## src/rtl/scan_select_sequencer.sv

```systemverilog
// ============================================================================
// Module   : scan_select_sequencer
// Purpose  : 2-bit select-code scanner feeding a 2-to-4 decoder (A/B).
//            Optional SCAN_ONEHOT_EN adds a registered onehot[3:0] output.
// Revision : 1.0  initial release
// ============================================================================
`default_nettype none

module scan_select_sequencer #(
  parameter int PRESCALE = 4,
  parameter int PRE_W    = 8
) (
  input  logic       clk,
  input  logic       rst,
  input  logic       start,
  input  logic       stop,
  input  logic       dir,
  input  logic       mode,
  output logic       A,
  output logic       B,
  output logic       valid,
  output logic       tick,
  output logic       done,
  output logic       busy,
  output logic [7:0] pass_cnt
`ifdef SCAN_ONEHOT_EN
  ,
  output logic [3:0] onehot
`endif
);

  typedef enum logic [1:0] {
    ST_IDLE = 2'd0,
    ST_SCAN = 2'd1,
    ST_DONE = 2'd2
  } state_t;

  localparam logic [PRE_W-1:0] c_pre_last = PRE_W'(PRESCALE - 1);

  state_t             r_state, w_state_n;
  logic [1:0]         r_code, w_code_n;
  logic [PRE_W-1:0]   r_pre, w_pre_n;
  logic               r_dir, w_dir_n;
  logic               r_mode, w_mode_n;
  logic               r_valid, w_valid_n;
  logic               r_tick, w_tick_n;
  logic               r_done, w_done_n;
  logic               r_busy, w_busy_n;
  logic [7:0]         r_pass, w_pass_n;
  logic               w_wrap;
  logic [1:0]         w_code_step;

  always_ff @(posedge clk) begin
    if (rst) begin
      r_state <= ST_IDLE;
      r_code  <= 2'b00;
      r_pre   <= '0;
      r_dir   <= 1'b0;
      r_mode  <= 1'b0;
      r_valid <= 1'b0;
      r_tick  <= 1'b0;
      r_done  <= 1'b0;
      r_busy  <= 1'b0;
      r_pass  <= 8'd0;
    end else begin
      r_state <= w_state_n;
      r_code  <= w_code_n;
      r_pre   <= w_pre_n;
      r_dir   <= w_dir_n;
      r_mode  <= w_mode_n;
      r_valid <= w_valid_n;
      r_tick  <= w_tick_n;
      r_done  <= w_done_n;
      r_busy  <= w_busy_n;
      r_pass  <= w_pass_n;
    end
  end

  // Wrap is the step out of the last code of a pass in the latched direction.
  assign w_wrap      = r_dir ? (r_code == 2'b00) : (r_code == 2'b11);
  assign w_code_step = r_dir ? (r_code - 2'd1) : (r_code + 2'd1);

  always_comb begin
    w_state_n = r_state;
    w_code_n  = 2'b00;
    w_pre_n   = '0;
    w_dir_n   = r_dir;
    w_mode_n  = r_mode;
    w_valid_n = 1'b0;
    w_tick_n  = 1'b0;
    w_done_n  = 1'b0;
    w_busy_n  = 1'b0;
    w_pass_n  = r_pass;

    case (r_state)
      ST_IDLE: begin
        if (start && !stop) begin
          w_state_n = ST_SCAN;
          w_dir_n   = dir;
          w_mode_n  = mode;
          w_code_n  = dir ? 2'b11 : 2'b00;
          w_pass_n  = 8'd0;
          w_valid_n = 1'b1;
          w_busy_n  = 1'b1;
        end
      end

      ST_SCAN: begin
        if (stop) begin
          w_state_n = ST_IDLE;
        end else if (r_pre == c_pre_last) begin
          if (w_wrap) begin
            w_pass_n = (r_pass == 8'hFF) ? r_pass : r_pass + 8'd1;
          end
          if (w_wrap && r_mode) begin
            w_state_n = ST_DONE;
            w_done_n  = 1'b1;
            w_busy_n  = 1'b1;
          end else begin
            w_code_n  = w_code_step;
            w_valid_n = 1'b1;
            w_busy_n  = 1'b1;
            w_tick_n  = 1'b1;
          end
        end else begin
          w_code_n  = r_code;
          w_pre_n   = r_pre + PRE_W'(1);
          w_valid_n = 1'b1;
          w_busy_n  = 1'b1;
        end
      end

      ST_DONE: begin
        w_state_n = ST_IDLE;
      end

      default: begin
        w_state_n = ST_IDLE;
      end
    endcase
  end

  assign A        = r_code[1];
  assign B        = r_code[0];
  assign valid    = r_valid;
  assign tick     = r_tick;
  assign done     = r_done;
  assign busy     = r_busy;
  assign pass_cnt = r_pass;

`ifdef SCAN_ONEHOT_EN
  logic [3:0] r_onehot, w_onehot_n;

  always_comb begin
    w_onehot_n = 4'b0000;
    if (w_valid_n) begin
      w_onehot_n[w_code_n] = 1'b1;
    end
  end

  always_ff @(posedge clk) begin
    if (rst) begin
      r_onehot <= 4'b0000;
    end else begin
      r_onehot <= w_onehot_n;
    end
  end

  assign onehot = r_onehot;
`endif

endmodule

`default_nettype wire

```

## config.mk

```make
export PLATFORM = sky130hd
export DESIGN_NAME = scan_select_sequencer
export DESIGN_NICKNAME = d
export VERILOG_FILES = /design/src/rtl/scan_select_sequencer.sv
export SDC_FILE = /design/constraint.sdc
export NUM_CORES = 1
export LEC_CHECK = 0
export CAP_MARGIN = 20
export CORE_ASPECT_RATIO = 0.7
export CORE_MARGIN = 5
export CORE_UTILIZATION = 55
export DETAILED_ROUTE_END_ITERATION = 10
export PLACE_DENSITY = 0.88
export REMOVE_ABC_BUFFERS = 1
export SYNTH_ARGS = -nofsm -noshare
export SYNTH_HDL_FRONTEND = slang
export SYNTH_SLANG_ARGS = --single-unit
export TNS_END_PERCENT = 50
```

## constraint.sdc

```tcl
create_clock -name clk -period 5.9 [get_ports clk]
set_input_delay 0.59 -clock clk [delete_from_list [all_inputs] [get_ports clk]]
set_output_delay 0.59 -clock clk [all_outputs]
set_load 0.01 [all_outputs]
```

==> metrics.txt <==
# TYPE chip_impl_metric gauge
chip_impl_metric{name="die_width",unit="um"} 65.6
chip_impl_metric{name="avgSynthCellArea",unit="um2"} 9.02
chip_impl_metric{name="postRouteAntennaNets",unit=""} 0
chip_impl_metric{name="ys_seq_area_share",unit="%"} 43.7
chip_impl_info{name="yosys.area.top_type",value="sky130_fd_sc_hd__dfxtp_1"} 1
chip_impl_metric{name="starting_utilization_of_the_core_area",unit="%"} 56.7
chip_impl_info{name="netlist_top_cells_area",value="sky130_fd_sc_hd__dfxtp_1 (44%), sky130_fd_sc_hd__nor2_1 (5.7%), sky130_fd_sc_hd__and3_1 (4.2%)"} 1
chip_impl_metric{name="path_buf_inv",unit=""} 1
chip_impl_metric{name="irDropWorstVdd",unit="mV"} 0.133
chip_impl_info{name="layout_commonest_cell",value="sky130_fd_sc_hd__dfxtp_1"} 1
chip_impl_info{name="critical-path-slowest-cell",value="sky130_fd_sc_hd__clkdlybuf4s50_1"} 1
chip_impl_metric{name="timing.fmax",unit="GHz"} 0.371
chip_impl_metric{name="worst_slew_margin_rel",unit="%"} 57.2
chip_impl_metric{name="cellLeakagePower",unit="nW"} 0.516
chip_impl_info{name="min_from",value="r_pre[0]"} 1
chip_impl_metric{name="cts_buffers",unit=""} 3
chip_impl_info{name="layout.cells.most_common_list",value="sky130_fd_sc_hd__dfxtp_1 (26), sky130_fd_sc_hd__clkdlybuf4s50_1 (19), sky130_fd_sc_hd__nor2_1 (18)"} 1
chip_impl_metric{name="grt_first_pass_wirelength",unit="um"} 4640
chip_impl_metric{name="area_of_the_core",unit="um2"} 2100
chip_impl_metric{name="slowest_delay",unit="ns"} 0.67
chip_impl_metric{name="final_hold_viol_count",unit=""} 0
chip_impl_metric{name="detailed_place_hpwl",unit="um"} 1970
chip_impl_metric{name="finalCriticalPeriod",unit="ns"} 2.69
chip_impl_metric{name="final.setup_skew",unit="ns"} 0.00139
chip_impl_metric{name="avgViaCountPerCell",unit=""} 5.99
chip_impl_info{name="rr_startpoint",value="r_state[1]"} 1
chip_impl_info{name="critical_path.endpoint_type",value="register"} 1
chip_impl_metric{name="drtIter0Drc",unit=""} 133
chip_impl_metric{name="route.detailed.drc",unit=""} 0
chip_impl_metric{name="dpl_cell_area",unit="um2"} 1400
chip_impl_metric{name="tritoncts_num_sinks",unit=""} 26
chip_impl_metric{name="grt_start_max_net_pins",unit=""} 18
chip_impl_metric{name="timing_max_transition_violations_final",unit=""} 0
chip_impl_info{name="cp_top_family",value="simple AND/OR/NAND/NOR gates"} 1
chip_impl_metric{name="finalCritPeriodShare",unit="%"} 45.6
chip_impl_metric{name="htree_levels",unit=""} 1
chip_impl_metric{name="netlist_area",unit="um2"} 1190
chip_impl_metric{name="antenna_found_initial",unit=""} 0
chip_impl_metric{name="die_area",unit="um2"} 3210
chip_impl_metric{name="nNetsFinal",unit=""} 162
chip_impl_metric{name="antenna_cells",unit=""} 0
chip_impl_info{name="critical_path.startpoint_type",value="input port"} 1
chip_impl_metric{name="pwr_density_cell",unit="nW/um2"} 201
chip_impl_metric{name="cts_setup_buffers",unit=""} 0
chip_impl_metric{name="drt-pass1-iter-count",unit=""} 4
chip_impl_info{name="buffer_cell_driving_the_clock_tree_root",value="sky130_fd_sc_hd__clkbuf_4"} 1
chip_impl_metric{name="synth-seq-cells",unit=""} 26
chip_impl_metric{name="synth_top_area_share",unit="%"} 43.7
chip_impl_metric{name="routed-via-count",unit=""} 1061
chip_impl_info{name="hold_class",value="register to register"} 1
chip_impl_metric{name="place.gp.congestion",unit=""} 0.841
chip_impl_info{name="startpoint",value="rst"} 1
chip_impl_metric{name="critical_path_arrival",unit="ns"} 2.95
chip_impl_info{name="result_of_the_run",value="finished clean"} 1
chip_impl_metric{name="grt_usage",unit="%"} 18.2
chip_impl_metric{name="syn_inst",unit=""} 132
chip_impl_metric{name="max_slew.worst_pin.slew",unit="ns"} 0.640
chip_impl_metric{name="cp_max_fo",unit=""} 17
chip_impl_info{name="cts_tree",value="yes"} 1
chip_impl_metric{name="ctsResizeCount",unit=""} 0
chip_impl_metric{name="clock_latency",unit="ns"} 0.32
chip_impl_metric{name="critical_path_required",unit="ns"} 6.16
chip_impl_metric{name="grt_pass1_vias",unit=""} 1013
chip_impl_metric{name="grt.overflow.total",unit=""} 0
chip_impl_metric{name="fin_setup_tns",unit="ns"} 0
chip_impl_metric{name="maxCapViolations",unit=""} 0
chip_impl_metric{name="holdBufCountCts",unit=""} 0
chip_impl_metric{name="setup_viol_count_final",unit=""} 0
chip_impl_metric{name="synth_warnings",unit=""} 0
chip_impl_metric{name="wl_per_cell",unit="um"} 15.2
chip_impl_metric{name="cts_buffer_depth",unit=""} 2
chip_impl_metric{name="finalInstanceArea",unit="um2"} 1440
chip_impl_metric{name="wirelength",unit="um"} 2680
chip_impl_metric{name="placement.io_buffers",unit=""} 19
chip_impl_metric{name="power",unit="W"} 0.000290
chip_impl_info{name="crit_type",value="input port to register"} 1
chip_impl_info{name="setup_repair_after_global_routing_missed_its_margin",value="false"} 1
chip_impl_info{name="critical_path.cell_chain",value="clkdlybuf4s50_1 > nor4b_1 > or4b_4 > nor3b_4 > a21oi_1 > a31oi_1"} 1
chip_impl_metric{name="cts.reportedPaths.clkPinSlew",unit="ns"} 0.13
chip_impl_metric{name="layout-drive-gt1-share",unit="%"} 7.84
chip_impl_metric{name="area_delta_synth_final",unit="%"} 20.9
chip_impl_metric{name="die_y",unit="um"} 48.9
chip_impl_metric{name="top_level_ports",unit=""} 20
chip_impl_metric{name="netlist-cell-type-count",unit=""} 36
chip_impl_metric{name="row_count",unit=""} 14
==> cell families (layout without fill, tap and decap cells) <==
kind of cell    after synthesis  in the layout  share of synthesized area, %
simple gates                 62             62                          31.0
compound gates               28             28                          14.6
flops                        26             26                          43.7
xor+xnor                      5              5                          3.68
buf+inv                       5             26                          1.58
mux                           4              4                          3.36
fa+ha+maj                     2              2                          2.10
==> Yosys cell counts <==
master,instances
sky130_fd_sc_hd__a211oi_1,1
sky130_fd_sc_hd__a21o_1,1
sky130_fd_sc_hd__a21oi_1,8
sky130_fd_sc_hd__a31oi_1,6
sky130_fd_sc_hd__and2_1,1
sky130_fd_sc_hd__and3_1,8
sky130_fd_sc_hd__and4_1,1
sky130_fd_sc_hd__clkbuf_1,2
sky130_fd_sc_hd__dfxtp_1,26
sky130_fd_sc_hd__ha_1,2
sky130_fd_sc_hd__inv_1,3
sky130_fd_sc_hd__mux2i_1,4
sky130_fd_sc_hd__nand2_1,5
sky130_fd_sc_hd__nand2b_1,7
sky130_fd_sc_hd__nand3_1,7
sky130_fd_sc_hd__nand3b_1,3
sky130_fd_sc_hd__nor2_1,18
sky130_fd_sc_hd__nor2b_1,2
sky130_fd_sc_hd__nor3_1,1
sky130_fd_sc_hd__nor3b_4,1
sky130_fd_sc_hd__nor4b_1,1
sky130_fd_sc_hd__nor4b_2,1
sky130_fd_sc_hd__o211ai_1,1
sky130_fd_sc_hd__o21ai_0,6
sky130_fd_sc_hd__o21ba_2,1
sky130_fd_sc_hd__o221ai_1,1
sky130_fd_sc_hd__o31a_1,1
sky130_fd_sc_hd__o31ai_1,1
sky130_fd_sc_hd__o32ai_1,1
sky130_fd_sc_hd__or2b_2,1
sky130_fd_sc_hd__or3_1,1
sky130_fd_sc_hd__or3_2,1
sky130_fd_sc_hd__or3b_2,1
sky130_fd_sc_hd__or4_4,1
sky130_fd_sc_hd__or4b_4,1
sky130_fd_sc_hd__xor2_1,5
==> layer usage <==
| metal | vias up | share of wire (%) | global-route usage [%] |
|---|---|---|---|
| met3 | 2 | 5.4 | 5.53 |
| met2 | 39 | 43 | 26.3 |
| met1 | 498 | 51 | 26.5 |
| met4 | 0 | 0.48 | 3.79 |
| li1 | 522 | - | - |
| met5 | - | 0 | 0 |
==> per-stage QoR <==
| step | setup WS (ns) | hold slack (ns) | utilization [%] | cells |
|---|---|---|---|---|
| 2_1_floorplan | 3.89 | 0.437 | - | 130 |
| 3_3_place_gp | 3.07 | 0.463 | 66.8 | 173 |
| 3_5_place_dp | 2.93 | 0.475 | 66.8 | 173 |
| 4_1_cts | 3.26 | 0.506 | 68.5 | 177 |
| 5_1_grt | 3.02 | 0.544 | 68.5 | 177 |
| 6_report | 3.21 | 0.502 | 68.5 | 177 |
==> worst paths after layout <==
path	cells after the start	endpoint	slack (ns)
hold reg to reg	1	r_pre[0]	0.50
setup / recovery	6	pass_cnt[4]	3.21
hold / removal	1	r_pre[0]	0.50
setup reg to reg	5	pass_cnt[4]	3.75
==> final cells by class <==
class                      instances  area [um2]
clock buffer                       4        36.3
fill                             171         662
inverter                           3        11.3
multi-input combinational        101         652
sequential                        26         520
tap                               24        30.0
timing repair buffer              19         190
==> registers in the layout, indices dropped and copies added (netlist names) <==
signal,flops
r_dir,1
done,1
busy,1
r_pre,8
pass_cnt,8
tick,1
r_code,2
r_state,2
r_mode,1
valid,1
==> where the power goes <==
| part | internal (W) | total, W | switching (W) |
|---|---|---|---|
| sequential | 0.000178 | 0.000180 | 0.00000204 |
| clock | 0.0000378 | 0.0000897 | 0.0000519 |
| combinational | 0.00000998 | 0.0000200 | 0.0000100 |
| total | 0.000226 | 0.000290 | 0.0000640 |
No activity file was read; power rests on OpenSTA's default activity.
